--- config.mk ---
export PLATFORM = sky130hd
export DESIGN_NAME = input_spike_gen
export DESIGN_NICKNAME = d
export VERILOG_FILES = /design/src/rtl/snn_pkg.sv /design/src/rtl/lfsr32.sv /design/src/rtl/input_spike_gen.sv
export SDC_FILE = /design/constraint.sdc
export NUM_CORES = 1
export LEC_CHECK = 0
export ABC_AREA = 1
export BUFFER_PORTS_ARGS = -buffer_cell sky130_fd_sc_hd__buf_2
export CAP_MARGIN = 15
export CORE_MARGIN = 3
export CORE_UTILIZATION = 50
export CTS_BUF_LIST = sky130_fd_sc_hd__clkbuf_2
export CTS_CLUSTER_SIZE = 20
export DETAILED_ROUTE_END_ITERATION = 8
export PLACE_DENSITY = 0.69
export SKIP_CTS_REPAIR_TIMING = 1
export SYNTH_ARGS = -nofsm -noshare
export SYNTH_HDL_FRONTEND = slang
export SYNTH_SLANG_ARGS = --single-unit
--- constraint.sdc ---
create_clock -name clk -period 27.7 [get_ports clk]
set_clock_uncertainty 0.2 [all_clocks]
set_input_delay 2.77 -clock clk [delete_from_list [all_inputs] [get_ports clk]]
set_output_delay 2.77 -clock clk [all_outputs]
set_load 0.1 [all_outputs]
--- src/rtl/snn_pkg.sv ---
// Shared types and constants for the SNN core.
// Holds the input spike generator state encoding and LFSR constants.
package snn_pkg;

    localparam logic [31:0] LFSR_TAPS         = 32'h8020_0003;
    localparam logic [31:0] DEFAULT_LFSR_SEED = 32'h0000_0001;

    typedef enum logic [1:0] {
        IDLE  = 2'd0,
        GEN   = 2'd1,
        VALID = 2'd2
    } spike_gen_state_t;

    // One Galois step, right-shifting; the mask has bit 31 set so the
    // map is invertible and a nonzero value never reaches zero.
    function automatic logic [31:0] lfsr_step(input logic [31:0] v);
        return v[0] ? ((v >> 1) ^ LFSR_TAPS) : (v >> 1);
    endfunction

endpackage

--- src/rtl/lfsr32.sv ---
// 32-bit Galois LFSR with synchronous load and step enable.
// Load wins over advance; the value holds when neither is asserted.
module lfsr32
    import snn_pkg::*;
#(
    parameter logic [31:0] RESET_VALUE = DEFAULT_LFSR_SEED
) (
    input  logic        clk,
    input  logic        rst,
    input  logic        load,
    input  logic [31:0] seed,
    input  logic        advance,
    output logic [31:0] value
);

    // Reload on load, step on advance, otherwise hold.
    always_ff @(posedge clk or posedge rst) begin
        if (rst) begin
            value <= RESET_VALUE;
        end else if (load) begin
            value <= seed;
        end else if (advance) begin
            value <= lfsr_step(value);
        end
    end

endmodule

--- src/rtl/input_spike_gen.sv ---
// Rate-coded input stage: one rate register per input, one LFSR
// compare per input per timestep, vector handed on via valid/ready.
module input_spike_gen
    import snn_pkg::*;
#(
    parameter int          NUM_INPUTS = 9,
    parameter int          RATE_WIDTH = 32,
    parameter logic [31:0] LFSR_SEED  = DEFAULT_LFSR_SEED
) (
    input  logic                          clk,
    input  logic                          rst,
    input  logic                          rate_wr_en,
    input  logic [$clog2(NUM_INPUTS)-1:0] rate_wr_addr,
    input  logic [RATE_WIDTH-1:0]         rate_wr_data,
    input  logic [31:0]                   sim_time,
    input  logic                          start,
    input  logic                          abort,
    output logic [NUM_INPUTS-1:0]         spikes,
    output logic                          spikes_valid,
    input  logic                          spikes_ready,
    output logic [31:0]                   timestep,
    output logic                          busy,
    output logic                          done
);

    localparam int AW = $clog2(NUM_INPUTS);
    localparam logic [AW-1:0] LAST_IDX = AW'(NUM_INPUTS - 1);

    spike_gen_state_t      state;
    logic [RATE_WIDTH-1:0] rate_q [NUM_INPUTS];
    logic [AW-1:0]         idx;
    logic [31:0]           sim_time_q;
    logic [31:0]           lfsr_value;
    logic                  lfsr_load;
    logic                  lfsr_adv;
    logic                  fire;

    // Seed is reloaded on every accepted start so runs are reproducible.
    assign lfsr_load = (state == IDLE) && start && !abort;
    assign lfsr_adv  = (state == GEN) && !abort;
    assign fire      = (lfsr_value <= rate_q[idx]);

    lfsr32 #(
        .RESET_VALUE(LFSR_SEED)
    ) u_lfsr (
        .clk    (clk),
        .rst    (rst),
        .load   (lfsr_load),
        .seed   (LFSR_SEED),
        .advance(lfsr_adv),
        .value  (lfsr_value)
    );

    // Rate register file: writable in any state, out-of-range ignored.
    always_ff @(posedge clk or posedge rst) begin
        if (rst) begin
            for (int i = 0; i < NUM_INPUTS; i++) begin
                rate_q[i] <= '0;
            end
        end else if (rate_wr_en && (32'(rate_wr_addr) < NUM_INPUTS)) begin
            rate_q[rate_wr_addr] <= rate_wr_data;
        end
    end

    // Run control: evaluate one input per GEN cycle, then present.
    always_ff @(posedge clk or posedge rst) begin
        if (rst) begin
            state        <= IDLE;
            idx          <= '0;
            sim_time_q   <= '0;
            spikes       <= '0;
            spikes_valid <= 1'b0;
            timestep     <= '0;
            busy         <= 1'b0;
            done         <= 1'b0;
        end else begin
            done <= 1'b0;
            if (abort) begin
                state        <= IDLE;
                spikes_valid <= 1'b0;
                busy         <= 1'b0;
            end else begin
                unique case (state)
                    IDLE: begin
                        if (start) begin
                            if (sim_time == 32'd0) begin
                                done <= 1'b1;
                            end else begin
                                sim_time_q <= sim_time;
                                timestep   <= '0;
                                idx        <= '0;
                                spikes     <= '0;
                                busy       <= 1'b1;
                                state      <= GEN;
                            end
                        end
                    end
                    GEN: begin
                        spikes[idx] <= fire;
                        idx         <= idx + 1'b1;
                        if (idx == LAST_IDX) begin
                            spikes_valid <= 1'b1;
                            state        <= VALID;
                        end
                    end
                    VALID: begin
                        if (spikes_ready) begin
                            spikes_valid <= 1'b0;
                            if (timestep == sim_time_q - 32'd1) begin
                                done  <= 1'b1;
                                busy  <= 1'b0;
                                state <= IDLE;
                            end else begin
                                timestep <= timestep + 32'd1;
                                idx      <= '0;
                                spikes   <= '0;
                                state    <= GEN;
                            end
                        end
                    end
                    default: begin
                        state <= IDLE;
                        busy  <= 1'b0;
                    end
                endcase
            end
        end
    end

endmodule

-- Word level (Yosys, flattened, before mapping)
Cells that the tools add are included.
- memories: 0
- memory bits (read-only): 0
- register bits: 402
- output and inout port bits: 44
- bits in latches: 0
- logic and storage cells: 116
- bits in writable memories: 0
- input bits: 74
- magnitude comparators: 7
- mux-type cells: 50
- shift-type cells: 0
- multipliers: 0
- reductions and logical operators: 19
- eq/ne operators: 14
- add/subtract/negate cells: 3
- bitwise logic cells: 5
- div/mod/pow operators: 0
- operators with widths (operator ; count):
    $mux 32 ; 10
    $bwmux 288 ; 1
    $bmux 32 s4 ; 1
    $demux 32 s4 ; 1
    $pmux 32 s2 ; 1
    $mux 9 ; 4
    $add 32x1->32 const B ; 1
    $eq 32x32->1 ; 1
    $le 32x32->1 ; 1
    $logic_not 32->1 ; 1
    $sub 32x1->32 const B ; 1
    $pmux 9 s3 ; 1
    $mux 4 ; 4
    $mux 1 ; 15
    $ne 3x3->1 const B ; 4
    $pmux 4 s3 ; 1
    $reduce_and 6->1 ; 2
    $ge 5x5->1 const B ; 2
    $mux 2 ; 5
    $ne 2x2->1 const B ; 5
    $not 4->5 ; 2
    $bwmux 9 ; 1
    $reduce_and 4->1 ; 2
    $logic_and 1x1->1 ; 6
    other kinds (21) ; 25

-- Longest topological paths before layout
- depth after elaboration: 7
- depth in mapped cells: 21

-- Cells and area by module
A second synthesis with hierarchy kept.
- cell total of the unflattened synthesis: 2713
- area, all modules: 20980.1 sq um
- modules (own cells, without submodules) (module ; cells an instance ; times used ; area an instance (sq um)):
    input_spike_gen ; 2526 ; 1 ; 19525.0
    lfsr32 ; 187 ; 1 ; 1455.1

-- Least setup slack after synthesis
No wires, ideal clock.
- path type: input to register
- from: in sim_time[15]
- to: reg sim_time_q[6]
- stages: 10
- arrival time: 4.085 ns
- data required time: 27.367 ns
- setup time: 0.133 ns
- path buffers: 2
- setup slack: 23.282 ns
- path through: inv_1 -> nand4_1 -> nor4_1 -> nand2_1 -> nand2_1 -> a21oi_1 -> nand2_1 -> clkbuf_1 -> clkbuf_1 -> o21ai_0
- longest elaborated chain between the ends: 3
- ends and longest elaborated chain (what ; RTL line ; source):
    start: declaration ; input_spike_gen.sv:15 ; input logic [31:0] sim_time,
    $logic_not 32->1 ; input_spike_gen.sv:86 ; if (sim_time == 32'd0) begin
    $not 1->1 (no line) ; -- ;
    $reduce_and 4->1 (no line) ; -- ;
    end signal: assignment ; input_spike_gen.sv:89 ; sim_time_q <= sim_time;
    end: declaration ; input_spike_gen.sv:32 ; logic [31:0] sim_time_q;
No other way between the ends.
A chain may end at the register's enable or synchronous reset.

==> key figures <==
Die
  • Initial cell density of the core: 51.00%
  • Number of top-level pins: around 120
  • Number of rows created at floorplan: 73
  • Horizontal die dimension: around 210 um
  • Core footprint: around 40000 sq um
  • Full die area: 43260 sq um
  • Die outline height: 208 um

Routing
  • DR vias: between 15000 and 20000
  • Via-to-Cell Ratio: roughly 5.6
  • Drt total wl: 57180 um
  • Routed WL per cell: 17.59 um
  • Number of iterations in the first detailed-routing pass: 5
  • ANT nets after route: 0
  • Number of DRC markers in iteration 0: roughly 1500
  • Drt drc: 0

Synth
  • Top FF cell, synth: sky130_fd_sc_hd__dfrtp_1
  • Area share of the largest cell type after synthesis: 49.18%
  • Number of unique standard cell types used by synthesis: 46
  • Dominant cells by area after synthesis: sky130_fd_sc_hd__dfrtp_1 49%, sky130_fd_sc_hd__nand2_1 11%, sky130_fd_sc_hd__o21ai_0 8.6%
  • Gate Count Post-Synth: 2546
  • Warnings, synthesis: 0
  • Number of flops mapped to enable cells by yosys: 0
  • Average cell area after synthesis: 8.013 sq um
  • Number of flip-flops and latches in the synthesized netlist: 402
  • Proportion of register bits with asynchronous set or reset after synthesis: 100.0%
  • Cell Area, Synth: 20400 sq um
  • Most used standard cells in the synthesized netlist: 578 x sky130_fd_sc_hd__nand2_1, 401 x sky130_fd_sc_hd__dfrtp_1, 349 x sky130_fd_sc_hd__o21ai_0
  • Sequential-to-total area share from yosys stat: between 40% and 50%
  • Most area-hungry cell type in the Yosys netlist: sky130_fd_sc_hd__dfrtp_1
  • Most used standard cell by instance count after synthesis: sky130_fd_sc_hd__nand2_1
  • Number of nets produced by synthesis: 2658

STA
  • Final Hold Fails: 0
  • Highest clock frequency the design can meet: 185.6 MHz
  • Number of slew-limit violations in the final report: 0
  • Min cycle time layout: 5387 ps
  • Worst-case hold slack: ~280 ps
  • Final cycle utilization of the critical path: 19.45%
  • Setup Total Neg Slack: 0 ps
  • Count of endpoints failing setup in the final report: 0
  • PnR worst setup slack: 22310 ps
  • Max transition margin: roughly 29%
  • RSZ-0062 raised after global routing: no
  • Slew @ Worst Pin: 1058 ps

Worst hold path
  • HP Class: reg2reg

Clock tree
  • Clock slew seen by the registers of the worst setup and hold paths: 90 ps
  • Insertion delay to the later sink of the worst-skew pair: 1060 ps
  • Deepest clock path buffer count: 3
  • CTS tree: built
  • CTS Buf Count: just over 100
  • H-tree levels: 3
  • Total clock sinks: between 400 and 500
  • Root buffer cell: sky130_fd_sc_hd__clkbuf_2

Global route
  • Number of global-route vias before repair: 17830
  • GRT Overall Usage: 26.52%
  • GRT overflow: 0
  • First-pass GRT wire length: 93550 um
  • Antenna violations before repair: 1
  • Most heavily used metal layer in global routing: met2
  • Maximum number of pins on one net before global-route repair: 109
  • Grt met2 use: between 40% and 50%
  • Met3 track demand over resource: about 4.4%
  • Met1 track demand over resource in global routing: 34.28%

Setup path
  • Data arrival time of the critical path: about 6200 ps
  • Critical path peak fanout: 108
  • Required time of the worst setup path: 28490 ps
  • Endpoint class of the critical path: async pin
  • Critical setup path kind: in2async
  • Kind of start point of the critical path: input port

Final layout
  • Fillers: roughly 3800
  • Layout Cell Area excl Fill: 22300 sq um
  • Multi-input combinational cell area: 9004 sq um
  • Area Overhead vs Synth: 9.315%
  • Area taken by flip-flops and latches: 10070 sq um
  • Share of layout cells above drive strength 1: about 15%
  • Final net count: 2766

Placed design
  • Port buffer count: 117
  • Routability-driven placement congestion ratio: a little over 0.9
  • Worst setup timing slack at the placement stage: 21190 ps
  • Cell area after placement: approximately 21000 sq um
  • Post-detailed-placement half-perimeter wirelength: 36350 um

Pwr
  • IR Drop Worst-Case VDD: 0.03290 mV
  • Net Sw Power: 743.2 uW
  • Fraction of power consumed by the clock network: 23.1%
  • Power per unit of standard cell area: 82.48 nW/um^2
  • Portion of total power attributed to combinational logic: between 30% and 40%
  • Cell leakage power: 0.01083 uW
  • Reg power frac: ~45%
  • Switch share: 40.41%
  • Pint: around 1100 uW

Job
  • Number of max-cap violations: 0

Outcome
  • Run status: finished clean
-- sequential cells by signal, summed over array words and instances, names as in the netlist --
name          cells
spikes            9
spikes_valid      1
idx               4
state             2
timestep         32
done              1
u_lfsr.value     32
busy              1
rate_q          288
sim_time_q       32
-- final cells by class --
cell class              count  area share (%)
clock buffers             154           3.456
clock inverters            21          0.8527
repair buffers            142           3.467
diodes                      2         0.02244
flip-flops and latches    402           45.13
well taps                 525           2.945
inverters                 221           3.753
multi-input cells        1784           40.37
-- cells by family (layout without fill, tap and decap cells) --
| group | count (synthesis) | count (layout) | share of synthesized area (%) |
|---|---|---|---|
| AO/OA/AOI/OAI | 665 | 665 | 18.35 |
| XOR/XNOR | 43 | 43 | 1.846 |
| buffers and inverters | 360 | 538 | 6.887 |
| AND/OR/NAND/NOR | 1038 | 1038 | 21.27 |
| other | 0 | 2 | 0 |
| flip-flops | 402 | 402 | 49.31 |
| adder cells (fa/ha/maj) | 38 | 38 | 2.330 |
-- path summary, 6_finish.rpt --
kind                            from           to  slack (ps)  depth (start not counted)
setup / recovery                 rst  rate_q[142]       22310                          5
hold reg to reg            spikes[1]    spikes[1]         280                          2
max in group clk              idx[2]    spikes[6]       22440                         19
setup reg to reg              idx[2]    spikes[6]       22440                         19
min in group asynchronous        rst    spikes[6]        1680                          2
hold / removal             spikes[1]    spikes[1]         280                          2
-- routing by layer --
layer | routed length (um) | vias up
li1 | - | 8719
met5 | 0 | -
met3 | 3155 | 123
met1 | 24460 | 8694
met2 | 27460 | 569
met4 | 2106 | 0
-- cells in the final DEF, fill, tap and decap left out, types with 3 or more instances in the layout --
cell type,n
sky130_fd_sc_hd__o22ai_1,30
sky130_fd_sc_hd__or2_2,23
sky130_fd_sc_hd__dfrtp_1,399
sky130_fd_sc_hd__nor2_1,260
sky130_fd_sc_hd__o21bai_1,3
sky130_fd_sc_hd__clkbuf_2,154
sky130_fd_sc_hd__buf_4,25
sky130_fd_sc_hd__nor2_4,10
sky130_fd_sc_hd__nand2_2,6
sky130_fd_sc_hd__nand2_1,577
sky130_fd_sc_hd__o21ai_1,6
sky130_fd_sc_hd__nor4_1,11
sky130_fd_sc_hd__clkinv_1,14
sky130_fd_sc_hd__nand4_1,31
sky130_fd_sc_hd__nand3_1,47
sky130_fd_sc_hd__nor3_1,46
sky130_fd_sc_hd__nand3b_1,6
sky130_fd_sc_hd__a221oi_1,62
sky130_fd_sc_hd__inv_2,6
sky130_fd_sc_hd__ha_1,38
sky130_fd_sc_hd__xor2_1,30
sky130_fd_sc_hd__o21ai_0,349
sky130_fd_sc_hd__inv_1,214
sky130_fd_sc_hd__buf_2,117
sky130_fd_sc_hd__bufinv_16,4
sky130_fd_sc_hd__o21ai_2,27
sky130_fd_sc_hd__xnor2_1,13
sky130_fd_sc_hd__nand3_2,5
sky130_fd_sc_hd__nor2_2,7
sky130_fd_sc_hd__a21oi_1,177
-- power by group through the flow --
stage / clock, uW / combinational, uW / sequential (uW)
after floorplan: 0 / 442 / 820
after global placement: 0 / 571 / 827
after detailed placement: 0 / 589 / 831
after CTS: 437 / 593 / 821
after global routing: 469 / 680 / 838
final: 424 / 592 / 823
-- metrics by stage --
stage | total power [uW] | instances | utilization, %
finish | 1839 | 3251 | 55.75
global route | 1987 | 3250 | 55.74
CTS | 1851 | 3249 | 55.74
detailed placement | 1420 | 3074 | 53.33
global placement | 1398 | 3074 | 53.33
floorplan | 1262 | 2546 | -
-- critical path, cell delays in order --
cell,delay [ps]
sky130_fd_sc_hd__buf_2,130
sky130_fd_sc_hd__inv_8,500
sky130_fd_sc_hd__buf_4,810
sky130_fd_sc_hd__buf_4,940
sky130_fd_sc_hd__buf_4,830
No activity file was read; power rests on OpenSTA's default activity.
